## src/rtl/jpeg_codec_pkg.sv

```systemverilog
// Shared JPEG codec definitions used by both the encoder and decoder sides.
//   DEF_RUN_W / DEF_LVL_W / DEF_BLK_N : default zero-run width, level width,
//                                       coefficients per block
//   EOB_SYM                           : end-of-block symbol (run=0, level=0)
//   rle_state_e                       : run-length decoder FSM states
package jpeg_codec_pkg;

    localparam int unsigned DEF_RUN_W = 6;
    localparam int unsigned DEF_LVL_W = 8;
    localparam int unsigned DEF_BLK_N = 64;

    localparam logic [DEF_RUN_W+DEF_LVL_W-1:0] EOB_SYM = '0;

    typedef enum logic [1:0] {
        StFetch,
        StRun,
        StLevel,
        StFill
    } rle_state_e;

endpackage

```

## src/rtl/rle_stream_decoder.sv

```systemverilog
// Run-length symbol decoder: expands {run, level} symbols into a zigzag-ordered
// coefficient stream, one block of BLK_N coefficients at a time.
// Ports:
//   clk, reset          : clock, asynchronous active-high reset
//   sym_valid/sym_ready : symbol handshake, sym_data = {run, level}, EOB = all zero
//   coef_valid/ready    : registered coefficient output handshake
//   coef_data           : signed level or zero
//   coef_index          : zigzag position of coef_data
//   block_done          : high with the last coefficient of a block
//   err_overrun         : pulses on the accept cycle of a symbol that overflows the block
module rle_stream_decoder
    import jpeg_codec_pkg::*;
#(
    parameter int unsigned RUN_W = DEF_RUN_W,
    parameter int unsigned LVL_W = DEF_LVL_W,
    parameter int unsigned BLK_N = DEF_BLK_N
) (
    input  logic                       clk,
    input  logic                       reset,
    input  logic                       sym_valid,
    input  logic [RUN_W+LVL_W-1:0]     sym_data,
    output logic                       sym_ready,
    output logic                       coef_valid,
    input  logic                       coef_ready,
    output logic [LVL_W-1:0]           coef_data,
    output logic [$clog2(BLK_N)-1:0]   coef_index,
    output logic                       block_done,
    output logic                       err_overrun
);

    localparam int unsigned IDX_W = $clog2(BLK_N);
    localparam int unsigned SYM_W = RUN_W + LVL_W;
    localparam logic [IDX_W-1:0] LAST_IDX = IDX_W'(BLK_N - 1);

    rle_state_e        state_q, state_d;
    logic [IDX_W-1:0]  idx_q, idx_d;        // next zigzag position to emit
    logic [RUN_W-1:0]  run_q, run_d;        // zeros still owed before the level
    logic [LVL_W-1:0]  level_q, level_d;

    logic              coef_valid_q, coef_valid_d;
    logic [LVL_W-1:0]  coef_data_q, coef_data_d;
    logic [IDX_W-1:0]  coef_index_q, coef_index_d;
    logic              block_done_q, block_done_d;

    logic [RUN_W-1:0]  sym_run;
    logic [LVL_W-1:0]  sym_level;
    logic              is_eob;
    logic              advance;
    logic              accept;
    logic              overrun;
    logic              emit;
    logic [LVL_W-1:0]  emit_data;

    assign sym_run   = sym_data[SYM_W-1 -: RUN_W];
    assign sym_level = sym_data[LVL_W-1:0];
    assign is_eob    = (sym_data == SYM_W'(EOB_SYM));

    // Output register may take a new value when empty or being drained.
    assign advance   = !coef_valid_q || coef_ready;
    // Gated by reset so the handshake is closed while reset is held.
    assign sym_ready = !reset && (state_q == StFetch) && advance;
    assign accept    = sym_valid && sym_ready;
    // run zeros plus the level must fit in the positions left in this block.
    assign overrun   = accept && !is_eob &&
                       ((32'(sym_run) + 32'd1) > (BLK_N - 32'(idx_q)));
    assign err_overrun = overrun;

    always_comb begin
        state_d      = state_q;
        idx_d        = idx_q;
        run_d        = run_q;
        level_d      = level_q;
        coef_valid_d = coef_valid_q;
        coef_data_d  = coef_data_q;
        coef_index_d = coef_index_q;
        block_done_d = block_done_q;
        emit         = 1'b0;
        emit_data    = '0;

        if (advance) begin
            coef_valid_d = 1'b0;
            block_done_d = 1'b0;
        end

        unique case (state_q)
            StFetch: begin
                if (accept) begin
                    if (is_eob || overrun) begin
                        // Overrun drops the level and zero-fills the block.
                        state_d = StFill;
                    end else begin
                        run_d   = sym_run;
                        level_d = sym_level;
                        state_d = (sym_run != '0) ? StRun : StLevel;
                    end
                end
            end
            StRun: begin
                if (advance) begin
                    emit  = 1'b1;
                    run_d = run_q - RUN_W'(1);
                    if (run_q == RUN_W'(1)) begin
                        state_d = StLevel;
                    end
                end
            end
            StLevel: begin
                if (advance) begin
                    emit      = 1'b1;
                    emit_data = level_q;
                    state_d   = StFetch;
                end
            end
            StFill: begin
                if (advance) begin
                    emit = 1'b1;
                    if (idx_q == LAST_IDX) begin
                        state_d = StFetch;
                    end
                end
            end
        endcase

        if (emit) begin
            coef_valid_d = 1'b1;
            coef_data_d  = emit_data;
            coef_index_d = idx_q;
            block_done_d = (idx_q == LAST_IDX);
            idx_d        = (idx_q == LAST_IDX) ? '0 : idx_q + IDX_W'(1);
        end
    end

    always_ff @(posedge clk or posedge reset) begin
        if (reset) begin
            state_q      <= StFetch;
            idx_q        <= '0;
            run_q        <= '0;
            level_q      <= '0;
            coef_valid_q <= 1'b0;
            coef_data_q  <= '0;
            coef_index_q <= '0;
            block_done_q <= 1'b0;
        end else begin
            state_q      <= state_d;
            idx_q        <= idx_d;
            run_q        <= run_d;
            level_q      <= level_d;
            coef_valid_q <= coef_valid_d;
            coef_data_q  <= coef_data_d;
            coef_index_q <= coef_index_d;
            block_done_q <= block_done_d;
        end
    end

    assign coef_valid = coef_valid_q;
    assign coef_data  = coef_data_q;
    assign coef_index = coef_index_q;
    assign block_done = block_done_q;

endmodule

```

## config.mk

```make
export PLATFORM = sky130hd
export DESIGN_NAME = rle_stream_decoder
export DESIGN_NICKNAME = d
export VERILOG_FILES = /design/src/rtl/jpeg_codec_pkg.sv /design/src/rtl/rle_stream_decoder.sv
export SDC_FILE = /design/constraint.sdc
export NUM_CORES = 1
export LEC_CHECK = 0
export CAP_MARGIN = 20
export CORE_ASPECT_RATIO = 0.8
export CORE_MARGIN = 3
export CORE_UTILIZATION = 30
export CTS_CLUSTER_SIZE = 24
export DETAILED_ROUTE_END_ITERATION = 7
export SLEW_MARGIN = 20
export SYNTH_ARGS = -nofsm -noshare
export SYNTH_HDL_FRONTEND = slang
export SYNTH_SLANG_ARGS = --single-unit
```

## constraint.sdc

```tcl
create_clock -name clk -period 2.56 [get_ports clk]
set_clock_uncertainty 0.15 [all_clocks]
set_input_delay 0.256 -clock clk [delete_from_list [all_inputs] [get_ports clk]]
set_output_delay 0.256 -clock clk [all_outputs]
set_load 0.02 [all_outputs]
```

==> results of run 1 <==
[cell type report]
cell class                 instances  share of cell area (%)
clock buffer                       6                   2.697
inverter                           9                   1.103
multi-input combinational        166                   41.40
sequential                        38                   31.06
tap                               87                   3.555
timing repair buffer              70                   20.19
[per-stage QoR]
step           hold slack (ns)  TNS (ns)  total power, W  setup slack, ns
2_1_floorplan           0.2541    -1.741        0.002048          -0.1876
3_3_place_gp            0.3096    -9.957        0.002566          -0.7147
3_5_place_dp            0.3117    -10.47        0.002582          -0.7910
4_1_cts                 0.3303    -4.858        0.003095          -0.3437
5_1_grt                 0.3489    -6.632        0.003406          -0.4533
6_report                0.3218    -4.246        0.003140          -0.3118
[logic make-up (layout without fill, tap and decap cells)]
| logic type | Yosys count | count (layout) | share of synthesized area, % |
|---|---|---|---|
| adder cells (fa/ha/maj) | 13 | 13 | 7.515 |
| multiplexers | 10 | 10 | 5.087 |
| buffers and inverters | 18 | 85 | 3.526 |
| AND/OR/NAND/NOR | 88 | 88 | 20.64 |
| flip-flops | 38 | 38 | 43.93 |
| XOR/XNOR | 10 | 10 | 4.047 |
| AO/OA/AOI/OAI | 45 | 45 | 15.26 |
[registers in the layout, indices dropped and copies added (netlist names)]
register,flops
coef_valid,1
coef_data,8
idx_q,6
run_q,6
state_q,2
block_done,1
level_q,8
coef_index,6
[how the worst min path moves through the flow]
stage | slack [ns] | endpoint | start | cells past startpoint
finish | 0.32 | coef_index[2] | coef_index[2] | 2
global route | 0.35 | coef_index[2] | coef_index[2] | 2
CTS | 0.33 | coef_index[2] | coef_index[2] | 2
detailed placement | 0.31 | coef_index[2] | coef_index[2] | 2
global placement | 0.31 | coef_index[2] | coef_index[2] | 2
floorplan | 0.25 | level_q[1] | sym_data[1] | 1
[critical path: cells and delay by family, from the launching register on]
kind / cells / cell delay (ns)
AOI/OAI and AO/OA: 2 / 0.37
xor gates and xnor gates: 1 / 0.15
adders and majority gates: 2 / 0.48
buffers and inverters: 3 / 0.42
DFF: 1 / 0.39
muxes: 1 / 0.29
and+or+nand+nor: 3 / 0.50
[layout by cell type, fill, tap and decap left out, types with 5 or more instances in the layout]
cell | netlist | routed
a22o_1 | 9 | 9
and3_1 | 7 | 6
buf_4 | 0 | 32
clkbuf_8 | 0 | 6
clkdlybuf4s50_1 | 0 | 33
dfrtp_1 | 38 | 38
ha_1 | 13 | 12
inv_1 | 9 | 7
mux2_4 | 0 | 8
nand2_1 | 31 | 31
nand3_1 | 7 | 6
nor2_1 | 14 | 14
nor2b_1 | 5 | 5
nor3_1 | 8 | 5
o21ai_0 | 13 | 13
xnor2_1 | 7 | 5
[power by group through the flow]
stage / Sequential (W) / Combinational, W / Clock, W
global placement: 0.00101 / 0.00155 / 0
detailed placement: 0.00102 / 0.00156 / 0
floorplan: 0.00104 / 0.00101 / 0
finish: 0.00101 / 0.00173 / 0.000400
CTS: 0.00101 / 0.00167 / 0.000414
global route: 0.00105 / 0.00191 / 0.000442
[layer usage]
metal / GRT usage [%] / vias to the layer above / wire length, µm
li1: - / 930 / -
met1: 18.22 / 877 / 2452
met2: 20.43 / 31 / 2395
met3: 3.311 / 2 / 216
met4: 1.992 / 0 / 24
met5: 0 / - / 0
[what timing repair did]
| action | in CTS | in global routing |
|---|---|---|
| resized for setup | 25 | 2 |
| setup endpoints to repair | 17 | 17 |
| pin swaps | 13 | 10 |
| endpoints found under the hold margin | 0 | 0 |
| setup buffers | 0 | 3 |
==> metrics.cfg, run 1 <==
[status]
outcome = finished, violations left
violations = setup timing

[timing]
layout_setup_ws_ns = -0.3118
fin_crit_ns = 2.872
relSlewSlack_pct = 30.01
hold_viol_final = 0
rsz0062_at_grt = true
clock.fmax_mhz = 348.2
worstMarginPinSlew_ns = 1.042
setup-violations-final = 17
slew_viol_final = 0
min_period_over_period_pct = 112.2

[yosys]
synth.avg_cell_area_um2 = 9.750
post-synth-top-count-cell = dfrtp_1
synth-main-ff-cell = dfrtp_1
syn_nets = 253
ys_top_cells_by_count = dfrtp_1, nand2_1, nor2_1, ha_1, o21ai_0
synth_seq_area_share_pct = 43.93
synth_top_area_share_pct = 43.93
synthDistinctLibCells = 41
async_flop_share_pct = 100.0
synth-seq-cells = 38
synth_edf_count = 0
ys_warn_count = 0
synth.top_cells.by_area = dfrtp_1, ha_1, nand2_1, mux2_2, a22o_1
syn_area_um2 = 2165
synth.largest_area_cell = dfrtp_1
synthCells = 222

[die]
rows = 27
dieArea_um2 = 8277
coreArea_um2 = 6925
start_util_pct = 31.26
die_w_um = 101.0
die_y_um = 81.98
io_pins = 36

[power]
clkPwrFrac_pct = 12.7
p_comb_share_pct = 55.0
power_frac_seq_pct = 32.2
p_int_w = 0.001926
peakVddDrop_uv = 292.6
p_leak_nw = 1.393
p_switching_w = 0.001214
p_sw_share_pct = 38.66
power.density_nw_per_um2 = 1026

[final_layout]
design_area_um2 = 3062
diodes = 0
fin_nets = 321
area_growth_pct = 41.45
final_util_pct = 44.21
n_fill_cell = 656
drive_gt1_share_pct = 25.95
multi_input_area_um2 = 1267
seqCellArea_um2 = 950.9
fin_cells = 376

[job]
max_cap_violations = 0

[clock_tree]
htreeDepth = 2
tritoncts = yes
clkSlewWorstSetupHoldPaths_ns = 0.07
ctsRootBufferMaster = clkbuf_8
cts_hold_buf = 0
cts-buffers-inserted = 5
clk_latency_ns = 0.28
clock-sinks = 38
cts_buffer_depth = 2

[critical_path]
required_ns = 2.58
cp-startpoint = idx_q[1]
r2r-start = idx_q[1]
critPathSlowestCell = dfrtp_1
end_kind = flip-flop
rr_worst_depth = 12
r2r_setup_slack_ns = -0.31
setup.worst_path.class = reg -> reg
critical_path_arrival_ns = 2.89
crit_end = level_q[4]
crit_chain = inv_2 -> ha_2 -> nand2_1 -> xnor2_2 -> ha_1 -> and3_4 -> a221oi_2 -> a211oi_2 -> buf_4 -> nor3_4 -> buf_6 -> mux2_4
r2r_end = level_q[4]
cpPeakStageDelay_ns = 0.39
cp_max_fo = 4
cp-start-kind = flip-flop

[grt]
overflow = 0
grt_max_degree = 39
antenna_found_initial = 0
grt_pass1_wl_um = 8397
grt_pass1_vias = 1705
grt_usage_pct = 12.92

[place]
placed_area_um2 = 2875
dpl.cell_count = 367
numPortBuffers = 35
place_hpwl_um = 3836
routabilityCongestion = 0.8567

[route]
vias = 1840
drt_first_iter_violations = 70
vias_per_cell = 4.894
wl_um = 5089
drc = 0
firstDrtPassIters = 4
avgRoutedWirePerCell_um = 13.53
drt.antenna.violating_nets = 0

[worst_hold_path]
hp-class = reg -> reg

(Power assumes the default switching activity.)
==> run 2: changes to the inputs <==
- CORE_MARGIN: 3 -> unset
==> metrics.cfg, run 2 (same netlist as run 1, synthesis figures left out) <==
[place]
routabilityCongestion = 0.8530
numPortBuffers = 35
placed_area_um2 = 2885
place_hpwl_um = 3918

[clock_tree]
cts-buffers-inserted = 5
ctsRootBufferMaster = clkbuf_8
htreeDepth = 2
clk_latency_ns = 0.30
clkSlewWorstSetupHoldPaths_ns = 0.08
cts_buffer_depth = 2
clock-sinks = 38
tritoncts = yes
cts_hold_buf = 0

[critical_path]
cp_max_fo = 8
required_ns = 2.58
setup.worst_path.class = reg -> reg
critical_path_arrival_ns = 2.92
cp-start-kind = flip-flop
end_kind = flip-flop

[final_layout]
final_cell_mix = dfrtp_1, clkdlybuf4s50_1, nand2_1, buf_4, nor2_1
design_area_um2 = 3188
fin_nets = 320
diodes = 0
drive_gt1_share_pct = 28.62
final_common_cell = dfrtp_1
area_growth_pct = 47.28

[timing]
holdWs_ns = 0.2031
setup_tns_ns = -4.710
worstMarginPinSlew_ns = 1.033
setup-violations-final = 17
relSlewSlack_pct = 30.59
slew_viol_final = 0
fin_crit_ns = 2.896
min_period_over_period_pct = 113.1
clock.fmax_mhz = 345.3
layout_setup_ws_ns = -0.3360
rsz0062_at_grt = true
hold_viol_final = 0

[route]
wl_um = 5382
avgRoutedWirePerCell_um = 14.28
drc = 0
drt.antenna.violating_nets = 0
vias = 1841
vias_per_cell = 4.883
firstDrtPassIters = 4
drt_first_iter_violations = 60

[die]
start_util_pct = 31.26
die_y_um = 77.98
die_w_um = 96.97
coreArea_um2 = 6925
dieArea_um2 = 7561
rows = 27
io_pins = 36

[power]
p_leak_nw = 1.451
peakVddDrop_uv = 341.2
power.density_nw_per_um2 = 1082

[job]
max_cap_violations = 0

[grt]
grt_pass1_vias = 1840
grt_max_degree = 24
overflow = 0
grt_pass1_wl_um = 8983
grt_usage_pct = 15.06
antenna_found_initial = 0

[status]
violations = setup timing
outcome = finished, violations left

[worst_hold_path]
hp-class = in -> async

run 2: report_power, final:
| part | leakage, nW | internal [W] | total, W | switching (W) |
|---|---|---|---|---|
| sequential | 0.478 | 0.000831 | 0.00102 | 0.000188 |
| clock | 0.0714 | 0.000416 | 0.000637 | 0.000222 |
| combinational | 0.902 | 0.000923 | 0.00179 | 0.000869 |
run 2: worst paths after layout:
kind	from	cells past startpoint	slack (ns)	to
min in group clk	coef_index[4]	2	0.32	coef_index[4]
worst min register to register	coef_index[4]	2	0.32	coef_index[4]
worst max register to register	idx_q[2]	12	-0.34	level_q[6]
worst min-delay path	reset	3	0.20	level_q[7]
worst max-delay path	idx_q[2]	12	-0.34	level_q[6]
max in group asynchronous	reset	3	1.77	coef_index[3]
run 2: critical path: stages (launching register included):
cell	delay (ns)
dfrtp_1	0.42
buf_6	0.15
nor2_1	0.12
nand2_1	0.11
xnor2_2	0.14
ha_1	0.27
and3_4	0.19
a221oi_2	0.26
a211oi_2	0.12
buf_4	0.17
nor3_4	0.21
buf_12	0.17
mux2_4	0.30
run 2: per-stage QoR:
step                cells  setup slack [ns]  utilization (%)  total power [W]
floorplan             222           -0.1876                -         0.002048
global placement      365           -0.7223            41.66         0.002562
detailed placement    365           -0.7756            41.66         0.002601
CTS                   373           -0.3511            44.14         0.003278
global route          377           -0.4707            46.03         0.003721
finish                377           -0.3360            46.03         0.003449
run 2: metal layers:
layer	GRT usage [%]	wire length (µm)
met1	20.10	2562
met2	24.37	2608
met3	3.964	178
met4	3.582	33
met5	0	0
run 2: what timing repair did:
| action | 4_1_cts | 5_1_grt |
|---|---|---|
| buffers inserted | 0 | 4 |
| gates resized for setup | 12 | 23 |
| endpoints found under the setup margin | 17 | 17 |
| pin swaps | 11 | 12 |
run 2: layout make-up:
type,instances,area [µm²]
fill,660,3737
inverter,9,33.78
sequential,38,950.9
multi-input combinational,166,1315
clock buffer,6,82.58
timing repair buffer,69,636.9
clock inverter,2,60.06
tap,87,108.9
